===== src/rtl/uart_intpt_pkg.sv =====
// Shared types and defaults for the UART interrupt controller.
// Holds the IIR interrupt-ID encoding and the timeout counter width.
package uart_intpt_pkg;

    localparam int TOUT_W_DEF = 10;

    typedef enum logic [3:0] {
        IIR_MS   = 4'b0000,
        IIR_NONE = 4'b0001,
        IIR_THRE = 4'b0010,
        IIR_RDA  = 4'b0100,
        IIR_RLS  = 4'b0110,
        IIR_CTO  = 4'b1100
    } iir_id_t;

endpackage


===== src/rtl/uart_rx_timeout.sv =====
// RX character-timeout detector: bit-time counter, threshold
// comparator and the sticky timeout-pending flag.
module uart_rx_timeout
    import uart_intpt_pkg::*;
#(
    parameter int TOUT_W = TOUT_W_DEF
) (
    input  logic              clk,
    input  logic              rst,
    input  logic              bit_tick,
    input  logic              fifo_en,
    input  logic              rx_empty,
    input  logic              rx_push,
    input  logic              rx_pop,
    input  logic [TOUT_W-1:0] tout_limit,
    output logic              tout_pend
);

    logic [TOUT_W-1:0] r_cnt;
    logic              r_pend;
    logic              w_cnt_clr;
    logic              w_pend_clr;
    logic              w_cnt_sat;
    logic              w_hit;

    // Any FIFO activity, an empty FIFO or non-FIFO mode restarts the count;
    // a push restarts the count but leaves an already pending timeout alone.
    assign w_cnt_clr  = rx_push | rx_pop | rx_empty | ~fifo_en;
    assign w_pend_clr = rx_pop | rx_empty | ~fifo_en;
    assign w_cnt_sat  = &r_cnt;
    assign w_hit      = (tout_limit != '0) && (r_cnt >= tout_limit);

    // Bit-time counter, saturating so a long idle never wraps back below the limit.
    always_ff @(posedge clk or posedge rst) begin
        if (rst) begin
            r_cnt <= '0;
        end else if (w_cnt_clr) begin
            r_cnt <= '0;
        end else if (bit_tick && !w_cnt_sat) begin
            r_cnt <= r_cnt + 1'b1;
        end
    end

    // Sticky timeout flag, raised once the count reaches a non-zero limit.
    always_ff @(posedge clk or posedge rst) begin
        if (rst) begin
            r_pend <= 1'b0;
        end else if (w_pend_clr) begin
            r_pend <= 1'b0;
        end else if (w_hit) begin
            r_pend <= 1'b1;
        end
    end

    assign tout_pend = r_pend;

endmodule


===== src/rtl/uart_intpt_ctrl.sv =====
// Prioritised UART interrupt controller with 16550-style IIR ID.
// Holds the THRE pending flag, the priority encoder and output registers.
module uart_intpt_ctrl
    import uart_intpt_pkg::*;
#(
    parameter int TOUT_W = TOUT_W_DEF
) (
    input  logic              clk,
    input  logic              rst,
    input  logic              bit_tick,
    input  logic              thre,
    input  logic              etbei,
    input  logic              pe,
    input  logic              fe,
    input  logic              bi,
    input  logic              oe,
    input  logic              elsi,
    input  logic              dr,
    input  logic              erbi,
    input  logic              below_level,
    input  logic              fifo_en,
    input  logic              rx_empty,
    input  logic              rx_push,
    input  logic              rx_pop,
    input  logic              dcts,
    input  logic              ddsr,
    input  logic              teri,
    input  logic              ddcd,
    input  logic              edssi,
    input  logic [TOUT_W-1:0] tout_limit,
    input  logic              iir_rd,
    input  logic              thr_wr,
    output logic [3:0]        iir_id,
    output logic              uart_intpt
);

    logic    r_thre_d;
    logic    r_etbei_d;
    logic    r_thre_pend;
    iir_id_t r_iir_id;
    logic    r_intpt;

    logic    w_tout_pend;
    logic    w_thre_set;
    logic    w_thre_rd_clr;
    logic    w_thre_live;
    logic    w_rls;
    logic    w_rda;
    logic    w_cto;
    logic    w_thr;
    logic    w_ms;
    iir_id_t w_next_id;

    uart_rx_timeout #(
        .TOUT_W (TOUT_W)
    ) u_rx_timeout (
        .clk        (clk),
        .rst        (rst),
        .bit_tick   (bit_tick),
        .fifo_en    (fifo_en),
        .rx_empty   (rx_empty),
        .rx_push    (rx_push),
        .rx_pop     (rx_pop),
        .tout_limit (tout_limit),
        .tout_pend  (w_tout_pend)
    );

    // A new THRE event is thre rising, or the enable rising while thre is high.
    assign w_thre_set    = (thre & ~r_thre_d) | (etbei & ~r_etbei_d & thre);
    assign w_thre_rd_clr = iir_rd & (r_iir_id == IIR_THRE);

    // Clears act on the source in the same cycle so the ID drops one edge
    // after the IIR read or THR write; a fresh set still takes an extra edge.
    assign w_thre_live = r_thre_pend & ~thr_wr & ~(w_thre_rd_clr & ~w_thre_set);

    assign w_rls = (pe | fe | bi | oe) & elsi;
    assign w_rda = dr & erbi & (~fifo_en | ~below_level);
    assign w_cto = w_tout_pend & erbi & fifo_en;
    assign w_thr = w_thre_live & etbei;
    assign w_ms  = (dcts | ddsr | teri | ddcd) & edssi;

    // Registered edge detectors for thre and etbei.
    always_ff @(posedge clk or posedge rst) begin
        if (rst) begin
            r_thre_d  <= 1'b0;
            r_etbei_d <= 1'b0;
        end else begin
            r_thre_d  <= thre;
            r_etbei_d <= etbei;
        end
    end

    // THRE pending: THR write beats a new event, a new event beats an IIR read.
    always_ff @(posedge clk or posedge rst) begin
        if (rst) begin
            r_thre_pend <= 1'b0;
        end else if (thr_wr) begin
            r_thre_pend <= 1'b0;
        end else if (w_thre_set) begin
            r_thre_pend <= 1'b1;
        end else if (w_thre_rd_clr) begin
            r_thre_pend <= 1'b0;
        end
    end

    // Fixed-priority selection of the highest active source.
    always_comb begin
        w_next_id = IIR_NONE;
        if (w_rls) begin
            w_next_id = IIR_RLS;
        end else if (w_rda) begin
            w_next_id = IIR_RDA;
        end else if (w_cto) begin
            w_next_id = IIR_CTO;
        end else if (w_thr) begin
            w_next_id = IIR_THRE;
        end else if (w_ms) begin
            w_next_id = IIR_MS;
        end
    end

    // Output registers for the IIR ID and the interrupt request.
    always_ff @(posedge clk or posedge rst) begin
        if (rst) begin
            r_iir_id <= IIR_NONE;
            r_intpt  <= 1'b0;
        end else begin
            r_iir_id <= w_next_id;
            r_intpt  <= (w_next_id != IIR_NONE);
        end
    end

    assign iir_id     = r_iir_id;
    assign uart_intpt = r_intpt;

endmodule


===== config.mk =====
export PLATFORM = sky130hd
export DESIGN_NAME = uart_intpt_ctrl
export DESIGN_NICKNAME = d
export VERILOG_FILES = /design/src/rtl/uart_intpt_pkg.sv /design/src/rtl/uart_rx_timeout.sv /design/src/rtl/uart_intpt_ctrl.sv
export SDC_FILE = /design/constraint.sdc
export NUM_CORES = 1
export LEC_CHECK = 0
export BUFFER_PORTS_ARGS = -buffer_cell sky130_fd_sc_hd__buf_2
export CORE_ASPECT_RATIO = 1.4
export CORE_MARGIN = 10
export CORE_UTILIZATION = 52
export CTS_BUF_LIST = sky130_fd_sc_hd__clkbuf_2 sky130_fd_sc_hd__clkbuf_4 sky130_fd_sc_hd__clkbuf_8
export CTS_CLUSTER_SIZE = 20
export DETAILED_ROUTE_END_ITERATION = 8
export HOLD_SLACK_MARGIN = 0.1
export MAX_ROUTING_LAYER = met4
export PLACE_DENSITY_LB_ADDON = 0.05
export SYNTH_ARGS = -nofsm -noshare
export SYNTH_HDL_FRONTEND = slang
export SYNTH_SLANG_ARGS = --single-unit

===== constraint.sdc =====
create_clock -name clk -period 1.8 [get_ports clk]
set_input_delay 0.18 -clock clk [delete_from_list [all_inputs] [get_ports clk]]
set_output_delay 0.18 -clock clk [all_outputs]
set_load 0.02 [all_outputs]

# ---- Yosys cells after proc, flatten, opt, wreduce, memory -nomap -nowiden
# Index checks and enable logic that the tools add are counted.
# W data, S select, Z words.
dict set report op_classes {
  order_cmp 1
  n_eq_ne 2
  n_reduce_logical 8
  add_sub_neg 1
  n_mux 12
  bitwise 34
}
# op n
set ops {}
lappend ops {{$mux W10} 2}
lappend ops {{$and A1 B1 Y1} 14}
lappend ops {{$or A1 B1 Y1} 13}
lappend ops {{$mux W4} 3}
lappend ops {{$add A10 B1 Y10 const B} 1}
lappend ops {{$ge A10 B10 Y1} 1}
lappend ops {{$reduce_and A10 Y1} 1}
lappend ops {{$reduce_bool A10 Y1} 1}
lappend ops {{$not A1 Y1} 7}
lappend ops {{$mux W1} 6}
lappend ops {{$eq A4 B2 Y1 const B} 1}
lappend ops {{$ne A4 B1 Y1 const B} 1}
lappend ops {{$reduce_bool A2 Y1} 2}
lappend ops {{$reduce_bool A3 Y1} 1}
lappend ops {{$logic_and A1 B1 Y1} 2}
lappend ops {{$mux W2} 1}
lappend ops {{$logic_not A1 Y1} 1}
dict set report word_totals {
  in_bits 34
  output_inout_bits 5
  word_cells 65
  register_bits 19
}

# ---- Logic depth before layout (Yosys ltp)
dict set report depth {
  ltp_word 14
  depth_mapped 7
  mapped_depth_nobuf 7
}

# ---- Cells and area by module
# From an unflattened synthesis, not the netlist that was laid out.
dict set report unflattened {
  cells_unflattened 125
  area_unflattened_um2 1172.4
}
# mod area_each_um2 seq_area_each_um2 cells_per_inst n_inst
set modules_own_cells {}
lappend modules_own_cells {uart_rx_timeout 814.5 275.3 95 1}
lappend modules_own_cells {uart_intpt_ctrl 357.8 201.4 30 1}

# ---- Worst setup path after synthesis
# OpenSTA, ideal clock, no wires.
dict set report synth_path {
  kind {register to register}
  startpoint {reg u_rx_timeout.r_cnt[7]}
  endpoint {reg u_rx_timeout.r_pend (netlist: u_rx_timeout.tout_pend)}
  n_path_buf 0
  synth_period_minus_slack_ps 1462
  arrival_ps 1340
  slack_ps 338
  required_ps 1677
  setup_time_ps 123
  path_stages_with_launch 7
  path_cell_list {dfrtp_1 > ha_1 > a211o_1 > a21oi_1 > o21ai_0 > a31oi_1 > o2bb2ai_1}
}
dict set report synth_via {
  elab_chain_cells 3
}
# item line
set synth_lines {}
lappend synth_lines {{start: declaration} uart_rx_timeout.sv:19} ;# logic [TOUT_W-1:0] r_cnt;
lappend synth_lines {{start signal: assignment} uart_rx_timeout.sv:40} ;# r_cnt <= r_cnt + 1'b1;
lappend synth_lines {{$ge A10 B10 Y1} uart_rx_timeout.sv:31} ;# assign w_hit = (tout_limit != '0) && (r_cnt >= tout_limit);
lappend synth_lines {{$logic_and A1 B1 Y1} uart_rx_timeout.sv:31}
lappend synth_lines {{$reduce_bool A2 Y1 (no source line)} n/a}
lappend synth_lines {{end signal: assignment} uart_rx_timeout.sv:47} ;# r_pend <= 1'b0;
lappend synth_lines {{end signal: assignment} uart_rx_timeout.sv:49} ;# r_pend <= 1'b0;
lappend synth_lines {{end signal: assignment} uart_rx_timeout.sv:51} ;# r_pend <= 1'b1;
lappend synth_lines {{end: declaration} uart_rx_timeout.sv:20} ;# logic r_pend;
# No other way between the ends.
# A chain may end at the register's enable or synchronous reset.

# ---- Worst setup path in the final report
# Same ends and word-level chain as after synthesis.

==> metrics.md <==
| Metric | Value |
|---|---|
| Proportion of total power due to net switching | `25.2%` |
| Endpoint of the worst hold path | `iir_id[3]$_DFF_PP0_` |
| Via count | `1,063` |
| RSZ-0062 raised after global routing | `no` |
| Most common cell in the netlist | `dfrtp_1` |
| Crit path largest cell delay | `0.42 ns` |
| Count of cells resized by post-cts repair | `0` |
| Critical path startpoint category | `register` |
| Synth Area in Simple Gates | `about a fifth` |
| Synth top area share | `37.7%` |
| Worst hold start | `erbi` |
| Fraction of registers with async set or reset after synthesis | `100%` |
| Final Util | `68.2%` |
| Global-route wire length before repair | `5020 um` |
| # nets final | `214` |
| Reg2Reg Depth | `6` |
| Flop-to-flop setup slack | `0.20 ns` |
| Post-layout total power | `0.801 mW` |
| Post-route fraction of the period consumed by the critical path | `89.1%` |
| Post-route setup TNS | `0 ns` |
| Total Routing Usage GR | `13.6%` |
| Ys Warns | `0` |
| Final HPWL from detailed placement | `2380 um` |
| Count of input and output buffers | `38` |
| Critical path type | `reg2reg` |
| Detailed-router iteration count before antenna repair | `4` |
| Number of placed instances with taps included | `182` |
| Effective utilization at floorplan | `between 50% and 60%` |
| Post-CTS Setup Repair Bufs | `0` |
| TritonCTS clock tree | `done` |
| Clock sink count | `19` |
| Io pins | `39` |
| CP Data Arrival Time | `approximately 1.8 ns` |
| Class of the most critical hold timing path | `in2reg` |
| Antenna viol nets, final | `0` |
| Most used flip-flop cell after synthesis | `dfrtp_1` |
| Int Power | `around 0.60 mW` |
| Parity-gate share of the synthesized area counting xor and xnor cells | `approximately 3.7%` |
| Sequential cell fraction of total power | `between 50% and 60%` |
| Count of antenna diodes in the layout | `0` |
| Run status | `finished, final reports clean` |
| Post-synth top area cell | `dfrtp_1` |
| Wire per inst | `15.3 um` |
| Number of flops mapped to enable cells by yosys | `0` |
| Power density cells | `540 nW/um^2` |
| Clock latency at the later pin of the worst-skew pair | `0.30 ns` |
| Slowest-stage cell, CP | `dfrtp_1` |
| Number of library cell types mapped by synthesis | `38` |
| Final setup fails | `0` |
| Hold_buf cts | `4` |
| Share of power burned in combinational logic | `15.5%` |
| Hold_ws | `~0.12 ns` |
| Die outline area | `roughly 4600 um^2` |
| Depth of the worst hold-timing path | `2` |
| Leakage power figure | `0.748 nW` |
| Clock-pin transition on the worst setup and hold timing paths | `0.11 ns` |
| Vertical die dimension | `76.8 um` |
| Relative area change from synthesis to final layout | `24.1%` |
| Endpoints failing hold | `0` |
| Layout cell share with drive strength beyond 1 | `30.4%` |
| Top fanout value on the critical path | `4` |
| Routed WL | `2920 um` |
| Max Slew Vio Count | `0` |
| Required time of the worst setup path | `1.99 ns` |
| Cts bufs inserted | `3` |
| Max_cap viols | `0` |
| Part of the total power dissipated in the clock network | `29.1%` |
| Overall die width | `60.5 um` |
| Synth top area cells | `dfrtp_1 38%, ha_1 12%, inv_1 4.1%, nor2_1 4.1%, nand2_1 3.1%` |
| Mapped Avg Cell Area | `9.80 um^2` |
| Share of synthesized area spent on multiplexers | `2.51%` |
| Antenna violations before repair | `0` |
| Seq/Total Area, Yosys | `about two fifths` |
| # fillers | `198` |
| Area of the mapped netlist | `about 1200 um^2` |
| Syn nets | `167` |
| Number of buffers between clock root and the deepest sink | `2` |
| Min cycle time layout | `roughly 1.6 ns` |
| Number of global-route vias before repair | `1,137` |
| Top cell types by occurrence after synthesis | `18 x dfrtp_1, 13 x inv_1, 13 x nor2_1` |
| NetSw | `around 0.20 mW` |
| Count of state elements after synthesis | `19` |
| IR drop worst, VDD | `0.000494 V` |
| Avg Vias per Cell | `5.59` |
| Series of cell instances along the critical path | `ha_1 > a211o_1 > a21oi_1 > o21ai_0 > a31oi_1 > o2bb2ai_1` |
| Maximum number of pins on one net before global-route repair | `20` |
| Clock Skew | `between 0.0004 and 0.0005 ns` |
| Timing-limited maximum frequency | `about 620 MHz` |
| Non-filler instance count after layout | `190` |
| GP Congestion | `0.793` |
| Fraction of the mapped netlist area in compound gates | `17.2%` |
| Count of mapped cells out of synthesis | `around 120` |
| Worst reg2reg path startpoint | `u_rx_timeout.r_cnt[7]$_DFFE_PP0P_` |
| Clock Root Buffer | `clkbuf_4` |
| Number of core rows | `20` |
| Largest family of logic cells by synthesized area | `simple AND/OR/NAND/NOR gates` |
| Detailed Route Iter0 Violations | `13` |
| Arithmetic-cell share of the synthesized area counting full adders, half adders and majority gates | `~12%` |
| Normalized max-slew margin | `between 50 and 60%` |
| Remaining DRCs | `0` |
| Grt ovf | `0` |
| Critical Path End Type | `register` |
| Worst Max-Slew Pin Slew | `roughly 0.7 ns` |
| Critical R2R Capture | `u_rx_timeout.tout_pend$_DFFE_PP0P_` |
| Maximum level of the CTS H-tree | `1` |
| Area of the core | `roughly 2200 um^2` |
## state kept, by name, summed over array words and instances (netlist names)
signal,count
r_thre_pend,1
uart_intpt,1
u_rx_timeout.r_cnt,10
u_rx_timeout.tout_pend,1
r_thre_d,1
r_etbei_d,1
iir_id,4
## layer usage
layer	vias up	track usage (%)	wire [um]	part of all wire (%)
met5	-	-	0	0
met4	0	4.85	51	1.7
met1	487	15.2	1180	41
met3	6	2.97	193	6.6
met2	35	22.6	1490	51
li1	535	-	-	-
## critical path: cells and delay by family (launching register included)
family,cells,cell delay (ns)
AO/OA/AOI/OAI,5,0.77
adder cells (fa/ha/maj),1,0.32
flip-flops,1,0.42
## power groups by stage
stage	sequential (mW)	combinational, mW	clock, mW
after floorplan	0.460	0.0486	0
after global placement	0.451	0.116	0
after detailed placement	0.452	0.119	0
after CTS	0.444	0.126	0.235
after global routing	0.445	0.141	0.250
final	0.444	0.124	0.233
## worst max-delay path by stage
stage / cells after the start / start / to / slack, ns
after floorplan: 6 / u_rx_timeout.r_cnt[7]$_DFFE_PP0P_ / u_rx_timeout.tout_pend$_DFFE_PP0P_ / 0.34
after global placement: 6 / u_rx_timeout.r_cnt[7]$_DFFE_PP0P_ / u_rx_timeout.tout_pend$_DFFE_PP0P_ / 0.28
after detailed placement: 6 / u_rx_timeout.r_cnt[7]$_DFFE_PP0P_ / u_rx_timeout.tout_pend$_DFFE_PP0P_ / 0.24
after CTS: 6 / u_rx_timeout.r_cnt[7]$_DFFE_PP0P_ / u_rx_timeout.tout_pend$_DFFE_PP0P_ / 0.22
after global routing: 6 / u_rx_timeout.r_cnt[7]$_DFFE_PP0P_ / u_rx_timeout.tout_pend$_DFFE_PP0P_ / 0.05
final: 6 / u_rx_timeout.r_cnt[7]$_DFFE_PP0P_ / u_rx_timeout.tout_pend$_DFFE_PP0P_ / 0.20
## area by class of cell
type	instances	area [um^2]	share of cell area, %
tap	22	27.5	1.85
inverter	13	48.8	3.29
sequential	19	477	32.1
timing repair buffer	42	230	15.5
clock buffer	4	30.0	2.02
multi-input combinational	90	671	45.2
## metrics by stage
step | setup slack, ns | instance area, um^2
floorplan | 0.338 | 1200
detailed placement | 0.242 | 1410
global placement | 0.278 | 1410
CTS | 0.223 | 1480
finish | 0.197 | 1480
global route | 0.0528 | 1480
## kinds of logic (layout without fill, tap and decap cells)
logic type      Yosys count  after routing
compound gates           26             26
xor+xnor                  5              5
fa+ha+maj                11             11
buf+inv                  13             59
flops                    19             19
mux                       3              3
simple gates             45             45
## placed cells by master (no fill, tap or decap), types with 2 or more instances in the layout
master         Yosys  routed
nor3_1             3       3
nand3b_1           2       2
mux2i_1            3       3
nor4_1             2       2
ha_1              11      11
dlygate4sd3_1      0       4
nand4_1            6       6
o21ai_0            3       3
a31oi_1            2       2
xor2_1             4       4
o21bai_1           2       2
a21oi_1            7       7
nand2_1           10      10
nor2_1            13      13
dfrtp_1           18      18
buf_2              0      38
inv_1             13      13
clkbuf_4           0       4
Note: power is estimated with default switching activity, not from simulation.
